==> config.mk <==
export PLATFORM = sky130hd
export DESIGN_NAME = ppu_line_buf
export DESIGN_NICKNAME = d
export VERILOG_FILES = /design/src/rtl/ppu_line_buf_pkg.sv /design/src/rtl/ppu_line_buf_bank.sv /design/src/rtl/ppu_line_buf.sv
export SDC_FILE = /design/constraint.sdc
export NUM_CORES = 2
export LEC_CHECK = 0
export CORE_ASPECT_RATIO = 0.5
export CORE_UTILIZATION = 50
export CTS_BUF_LIST = sky130_fd_sc_hd__clkbuf_4 sky130_fd_sc_hd__clkbuf_8
export DETAILED_ROUTE_END_ITERATION = 8
export PLACE_DENSITY = 0.72
export RECOVER_POWER = 50
export SKIP_LAST_GASP = 1
export SLEW_MARGIN = 30
export SYNTH_ARGS = -nofsm -noshare
export SYNTH_HDL_FRONTEND = slang
export SYNTH_HIERARCHICAL = 1
export SYNTH_SLANG_ARGS = --single-unit
==> constraint.sdc <==
create_clock -name clk_in -period 4.05 [get_ports clk_in]
set_clock_uncertainty 0.2 [all_clocks]
set_input_delay 0.6075 -clock clk_in [delete_from_list [all_inputs] [get_ports clk_in]]
set_output_delay 0.6075 -clock clk_in [all_outputs]
set_load 0.03 [all_outputs]
==> src/rtl/ppu_line_buf_pkg.sv <==
// ppu_line_buf_pkg: shared geometry constants and control states for the PPU scanline buffer.
package ppu_line_buf_pkg;
    localparam int NES_W = 256;
    localparam int NES_H = 240;
    localparam int IDX_W = 6;
    localparam int X_W   = $clog2(NES_W);

    typedef enum logic [1:0] {
        IDLE  = 2'd0,
        FILL  = 2'd1,
        READY = 2'd2
    } state_e;
endpackage

==> src/rtl/ppu_line_buf_bank.sv <==
// ppu_line_buf_bank: one NES_W x IDX_W line bank, synchronous write and asynchronous read.
module ppu_line_buf_bank
    import ppu_line_buf_pkg::*;
(
    input  logic             clk_i,
    input  logic             we_i,
    input  logic [X_W-1:0]   waddr_i,
    input  logic [IDX_W-1:0] wdata_i,
    input  logic [X_W-1:0]   raddr_i,
    output logic [IDX_W-1:0] rdata_o
);
    logic [IDX_W-1:0] mem_q [NES_W];

    always_ff @(posedge clk_i) begin
        if (we_i) mem_q[waddr_i] <= wdata_i;
    end

    assign rdata_o = mem_q[raddr_i];
endmodule

==> src/rtl/ppu_line_buf.sv <==
// ppu_line_buf: ping-pong scanline buffer between the PPU renderer and the VGA output.
// Define PPU_LINE_BUF_UNDERRUN_CNT_EN to build the saturating underrun counter.
module ppu_line_buf
    import ppu_line_buf_pkg::*;
(
    input  logic             clk_in,
    input  logic             rst_in,
    input  logic [9:0]       nes_x_in,
    input  logic [9:0]       nes_y_in,
    input  logic [9:0]       nes_y_next_in,
    input  logic             pix_pulse_in,
    output logic [IDX_W-1:0] sys_palette_idx_out,
    output logic             line_req_out,
    output logic [7:0]       line_num_out,
    input  logic             wr_en_in,
    input  logic [X_W-1:0]   wr_x_in,
    input  logic [IDX_W-1:0] wr_idx_in,
    input  logic             wr_done_in,
    output logic             underrun_out,
    output logic [15:0]      underrun_cnt_out
);
    state_e           state_q, state_d;
    logic             rd_bank_q, rd_bank_d;
    logic [7:0]       line_num_q, line_num_d;
    logic             req_q, req_d;
    logic             und_q, und_d;
    logic             wr_ok, eol, y_vis, y_match;
    logic [7:0]       tgt;
    logic [IDX_W-1:0] rd0, rd1;

    // The renderer always writes the bank that is not being displayed.
    assign wr_ok = wr_en_in && state_q == FILL;

    ppu_line_buf_bank u_bank0 (
        .clk_i   (clk_in),
        .we_i    (wr_ok && rd_bank_q),
        .waddr_i (wr_x_in),
        .wdata_i (wr_idx_in),
        .raddr_i (nes_x_in[X_W-1:0]),
        .rdata_o (rd0)
    );

    ppu_line_buf_bank u_bank1 (
        .clk_i   (clk_in),
        .we_i    (wr_ok && !rd_bank_q),
        .waddr_i (wr_x_in),
        .wdata_i (wr_idx_in),
        .raddr_i (nes_x_in[X_W-1:0]),
        .rdata_o (rd1)
    );

    assign sys_palette_idx_out = (nes_x_in >= 10'(NES_W) || nes_y_in >= 10'(NES_H)) ? '0
                               : (rd_bank_q ? rd1 : rd0);

    assign eol     = pix_pulse_in && nes_x_in == 10'(NES_W - 1) && nes_y_next_in != nes_y_in;
    assign y_vis   = nes_y_next_in < 10'(NES_H);
    assign y_match = nes_y_next_in == {2'b00, line_num_q};
    assign tgt     = (nes_y_next_in == 10'(NES_H - 1)) ? 8'd0 : 8'(nes_y_next_in + 10'd1);

    always_comb begin
        state_d    = (state_q == FILL && wr_done_in) ? READY : state_q;
        rd_bank_d  = rd_bank_q;
        line_num_d = line_num_q;
        req_d      = 1'b0;
        und_d      = 1'b0;
        if (eol && y_vis && (state_q == IDLE || y_match)) begin
            req_d      = 1'b1;
            line_num_d = tgt;
            state_d    = FILL;
            // A done pulse coinciding with the eol still counts as a finished line.
            if (state_q != IDLE) begin
                rd_bank_d = (state_q == READY || wr_done_in) ? !rd_bank_q : rd_bank_q;
                und_d     = !(state_q == READY || wr_done_in);
            end
        end
    end

    always_ff @(posedge clk_in) begin
        if (rst_in) begin
            state_q    <= IDLE;
            rd_bank_q  <= 1'b0;
            line_num_q <= '0;
            req_q      <= 1'b0;
            und_q      <= 1'b0;
        end else begin
            state_q    <= state_d;
            rd_bank_q  <= rd_bank_d;
            line_num_q <= line_num_d;
            req_q      <= req_d;
            und_q      <= und_d;
        end
    end

    assign line_req_out = req_q;
    assign line_num_out = line_num_q;
    assign underrun_out = und_q;

`ifdef PPU_LINE_BUF_UNDERRUN_CNT_EN
    logic [15:0] cnt_q;

    always_ff @(posedge clk_in) begin
        if (rst_in) cnt_q <= '0;
        else if (und_d && cnt_q != 16'hFFFF) cnt_q <= cnt_q + 16'd1;
    end

    assign underrun_cnt_out = cnt_q;
`else
    assign underrun_cnt_out = '0;
`endif
endmodule

[Yosys cells after proc, flatten, opt, wreduce, memory -nomap -nowiden]
Memory sizes are Yosys's and may differ from the RTL's.
Cells that the tools add are included.
Word-level totals
  register bits after elaboration: 13
  bits in writable memories: 3072
  input port bits: 49
  output and inout port bits: 32
  memories kept: 2
Memory list
  u_bank0.mem_q: words 256, width 6, read ports 1, clocked after memory_dff 0, write ports 1, RTL line ppu_line_buf_bank.sv:12  | logic [IDX_W-1:0] mem_q [NES_W];
  u_bank1.mem_q: words 256, width 6, read ports 1, clocked after memory_dff 0, write ports 1, RTL line ppu_line_buf_bank.sv:12
Operators by class
  add/subtract/negate cells: 1
  magnitude comparators: 3
  equal/unequal tests: 6
  mux-type cells: 10
  bitwise logic cells: 2
  reductions and logical operators: 19
Operators with widths (number)
  == test 10 x 8 -> 1 bit (second input constant): 2
  2-to-1 mux 6 bit: 2
  == test 10 x 8 -> 1 bit: 1
  greater-or-equal comparator 10 x 8 -> 1 bit (second input constant): 1
  greater-or-equal comparator 10 x 9 -> 1 bit (second input constant): 1
  < comparator 10 x 8 -> 1 bit (second input constant): 1
  != test 10 bit: 1
  adder 8 x 1 -> 8 bit (second input constant): 1
  logical AND 1 bit: 8
  2-to-1 mux 8 bit: 1
  2-to-1 mux 1 bit: 7
  nonzero test 2 bit: 2
  logical OR 1 bit: 3
  AND reduction 3 bit: 1
  OR reduction 3 bit: 1
  == test 2 x 1 -> 1 bit (second input constant): 1
  == test 2 bit (second input constant): 1
  zero test 1 bit: 2
  zero test 2 bit: 1
  inverter 1 bit: 2
  OR reduction 2 bit: 1

[Depth between registers and ports, before layout]
  word-level depth: 7
  gate-level depth with buffers: 14
  mapped depth without buffers: 8

[Hierarchy]
The synthesis kept the hierarchy.
By module, submodules not included
  ppu_line_buf_bank: instances 2, cells each 2958, area an instance 59953.8 um2
  ppu_line_buf: instances 1, cells each 147, area an instance 1188.6 um2

[Worst setup path before layout]
No wires, ideal clock.
  kind: in2out
  from: input nes_x_in[1]
  to: output sys_palette_idx_out[0]
  data arrival time: 2.850 ns
  setup slack: 0.393 ns
  stages: 11
  buffers on the path: 4
  path through: buf_2 -> buf_2 -> clkbuf_1 -> buf_2 -> mux2_2 -> a32oi_1 -> nor2_1 -> nand4b_1 -> o221ai_1 -> mux2i_1 -> nor2_1
Between the ends
  word-level cells in the longest chain between the ends: 3
  elaborated cells on any way between the ends: 6
  those cells by class: order compare: 1; mux: 2; reduce/logical: 1; memory: 2
RTL lines
  start: declaration: RTL line ppu_line_buf.sv:8  | input logic [9:0] nes_x_in,
  memory (256 x 6 bit)
  via rd1[0]: RTL line ppu_line_buf.sv:29  | logic [IDX_W-1:0] rd0, rd1;
  2-to-1 mux 6 bit: RTL line ppu_line_buf.sv:53  | : (rd_bank_q ? rd1 : rd0);
  2-to-1 mux 6 bit: RTL line ppu_line_buf.sv:52  | assign sys_palette_idx_out = (nes_x_in >= 10'(NES_W) || nes_y_in >= 10'(NES_H)) ? '0
  end: declaration: RTL line ppu_line_buf.sv:12  | output logic [IDX_W-1:0] sys_palette_idx_out,
The timed path passes the listed nets, and every way through them passes these cells.

[Worst setup path in the final report]
  from: input nes_x_in[0]
  to: output sys_palette_idx_out[0]
Between the ends
  word-level cells in the longest chain between the ends: 3
  elaborated cells on any way between the ends: 6
  those cells by class: order compare: 1; mux: 2; reduce/logical: 1; memory: 2
RTL lines (RTL line)
  memory (256 x 6 bit)
  via rd0[0]: ppu_line_buf.sv:29
  2-to-1 mux 6 bit: ppu_line_buf.sv:53
  2-to-1 mux 6 bit: ppu_line_buf.sv:52
The timed path passes the listed nets, and every way through them passes these cells.

==> results.md <==
* Setup WS post-layout at -515 ps
* Antenna violations before repair at 11
* Cell area after synthesis at 121,000 µm²
* Worst r2r path cells at 5
* Fin area at 143,000 µm²
* Starting Density at about half
* Via/cell ratio at between 6 and 7
* Placer congestion estimate at around 0.9
* Cell mode on critical path: buf_4
* Number of antenna-violating nets in the routed design at 0
* Layout cell share with drive strength beyond 1 at between 30% and 40%
* Post-layout min period at about 4600 ps
* Worst VDD drop at 0.000287 V
* Delay-heaviest family, CP: buffers and inverters
* Post-synth EDFFs at 3,072
* WS Path Type: in2out
* Max cap viols at 6
* Nets at around 7,300
* R2R Path Start: rd_bank_q$_SDFFE_PP0P_
* Routed WL at around 320,000 µm
* Root Driver: clkbuf_8
* Die Wd at 698 µm
* HP Class: in2reg
* YS warnings at 6
* Dpl hpwl at roughly 200,000 µm
* Drt pass-1 iters at 8
* Num ports at 81
* Pwr Total at ~62 mW
* Final Hold Viols at 0
* Die Y at about 350 µm
* Lkg Pwr at 46.3 nW
* Worst path depth at 15
* Finish-stage setup viols at between 400 and 500
* Worst skew pair latency at roughly 1000 ps
* Worst Path Required at around 3200 ps
* Crit start category: input pin
* H-tree Lvls at 5
* Worst r2r dst: u_bank1/mem_q[56][1]$_DFFE_PP_
* CTS max path bufs at 4
* Setup crit start: nes_x_in[0]
* CORE AREA at roughly 240,000 µm²
* RSZ-0062 raised after global routing: yes
* FMAX at about 220 MHz
* Pwr dens at 437 nW/µm²
* Status: complete, but fails checks
* Slew headroom at -146%
* TritonCTS clock tree: yes
* Max-slew violation count at ~540
* Fillers at approximately 17,000
* Ys async rst share at 0%
* GRT overflow at 0
* Mapped Avg Cell Area at between 15 and 20 µm²
* CP Max Fanout at 10
* End of the critical path: sys_palette_idx_out[0]
* # rows at ~130
* Num CTS Buffers at around 420
* Slew @ Worst Pin at about 3700 ps
* Wire per inst at between 20 and 30 µm
* Via Count at approximately 67,000
* Violated checks: capacitance limit, slew limit, setup timing
* Final Non-Filler Cells at roughly 11,000
* Reg-to-reg slack, setup at 810 ps
* Final period utilization at 113%
* First-pass GRT wire length at approximately 460,000 µm
* 1st-iter DRT viols at a little under 9,000
* Slowest CP cell: mux4_2
* Overall routing resource usage at 25.5%
* CP bufs+invs at 7
* Post-synth top flop: edfxtp_1
* CP peak stage delay at about 520 ps
* Worst hold start: wr_done_in
* Placed insts at approximately 10,000
* Area grow syn2layout at 17.8%
* Largest net degree at the start of global routing at 120
* Number of synthesized register bits at 3,085
* Crit. End Element: output port
* CP arrival at between 3000 and 4000 ps
* # DRC at 0
* Die Area at 244,000 µm²
* Buffers on Ports at between 60 and 70
* Vias in the first global route at roughly 68,000
* Mapped Cells at about 6,100
* Sink Count at 3,085
* Crit-path cells: buf_16, buf_16, buf_6, buf_4, mux4_2, a22o_1, a211oi_1, buf_4, nor4_1, nand4b_1, o221ai_2, mux2i_1, buf_4, nor2_1, buf_4
* Clk slew on worst S/H paths at ~60 ps
* Cell Area, Placed at 133,000 µm²
* Post-synthesis cell type count at between 60 and 70
* Register area share after synthesis at approximately three quarters
## stage by stage
step	setup WS, ps	setup TNS (ps)	hold WS (ps)	utilization, %
global route	-504	-157930	98.6	59.4
global placement	-1390	-6560	289	55.4
floorplan	393	0	327	-
detailed placement	-1270	-6290	295	55.4
finish	-515	-53540	150	59.4
CTS	-553	-2890	8.12	59.2
## report_power, final
group	switching, mW	internal [mW]
sequential	0.0000180	35.1
clock	11.4	11.9
combinational	2.32	1.58
total	13.8	48.6
## layout by cell type (no fill, tap or decap), drive strengths merged, types with 40 or more instances in the layout
master / instances
edfxtp: 3072
buf: 1051
clkbuf: 609
mux4: 662
clkdlybuf4s50: 45
o21ai: 73
mux2i: 226
a21oi: 93
nor2b: 40
clkinv: 162
o22ai: 46
o221ai: 56
nand3: 98
nand2: 160
a22oi: 158
nor2: 594
mux2: 43
## how the worst min path moves through the flow
stage,endpoint,slack (ps),cells after the start
floorplan,state_q[0]$_SDFFE_PP0P_,330,2
global placement,line_num_out[0]$_SDFFE_PP0P_,290,2
detailed placement,line_num_out[1]$_SDFFE_PP0P_,290,2
CTS,u_bank0/mem_q[42][2]$_DFFE_PP_,8,1
global route,state_q[1]$_SDFFE_PP0P_,100,3
finish,state_q[1]$_SDFFE_PP0P_,150,3
## registers in the layout, indices dropped and copies added (netlist names)
register and cells:
line_req_out 1, u_bank0/mem_q 1536, line_num_out 8, rd_bank_q 1, u_bank1/mem_q 1536, underrun_out 1
state_q 2
## synthesized netlist by cell type, types with 20 or more instances
cell | count | share of area (%)
mux4_2 | 662 | 12
nand2_1 | 160 | 0.50
nand3_1 | 98 | 0.41
mux2i_1 | 226 | 1.9
nor4_1 | 20 | 0.10
a21oi_1 | 93 | 0.38
clkbuf_1 | 194 | 0.60
a221oi_1 | 28 | 0.20
buf_4 | 72 | 0.45
o21ai_0 | 71 | 0.29
a211oi_1 | 25 | 0.15
nor3_1 | 35 | 0.14
and2_1 | 26 | 0.13
o22ai_1 | 46 | 0.24
edfxtp_1 | 3072 | 76
nor2_1 | 593 | 1.8
mux2_2 | 42 | 0.39
a22oi_1 | 158 | 0.98
o221ai_1 | 56 | 0.41
nor2b_1 | 40 | 0.21
buf_2 | 71 | 0.29
nand4_1 | 23 | 0.12
buf_6 | 26 | 0.24
## routing by layer
| metal | GRT usage (%) | routed length [µm] | vias to the layer above | part of all wire (%) |
|---|---|---|---|---|
| met4 | 9.89 | 13700 | 2 | 4.3 |
| met1 | 34.7 | 118000 | 34600 | 37 |
| li1 | - | - | 27500 | - |
| met5 | 0 | 15 | - | 0.0047 |
| met3 | 5.22 | 34200 | 717 | 11 |
| met2 | 41.2 | 151000 | 4237 | 48 |
## what timing repair did
item                                    4_1_cts  5_1_grt
setup buffers                                15       27
gates resized for setup                     162       85
hold buffers                                  4        2
gates cloned                                  4        5
pin swaps                                    29       32
endpoints found under the setup margin        6        6
endpoints found under the hold margin       107      116
## cell families after synthesis
logic type / count (synthesis) / synth area share [%]
compound gates: 579 / 3.37
xor+xnor: 22 / 0.159
fa+ha+maj: 1 / 0.0103
buf+inv: 393 / 1.68
flops: 3085 / 76.4
mux: 931 / 14.6
other cells: 1 / 0.00310
simple gates: 1051 / 3.80
## cell type report
type | instances | area (µm²) | area share (%)
tap | 3225 | 4040 | 2.83
clock buffer | 550 | 6830 | 4.78
multi-input combinational | 2600 | 27700 | 19.4
sequential | 3085 | 92500 | 64.8
inverter | 12 | 45.0 | 0.0316
antenna | 6 | 15.0 | 0.0105
timing repair buffer | 1165 | 10300 | 7.23
clock inverter | 189 | 1260 | 0.881
## worst register-to-register path: stages (launching register included)
cell     delay, ps
dfxtp_1        580
nor3_2         260
buf_4          320
nand3_1        550
buf_4          410
nor2_1         520
Note: power is estimated with default switching activity, not from simulation.
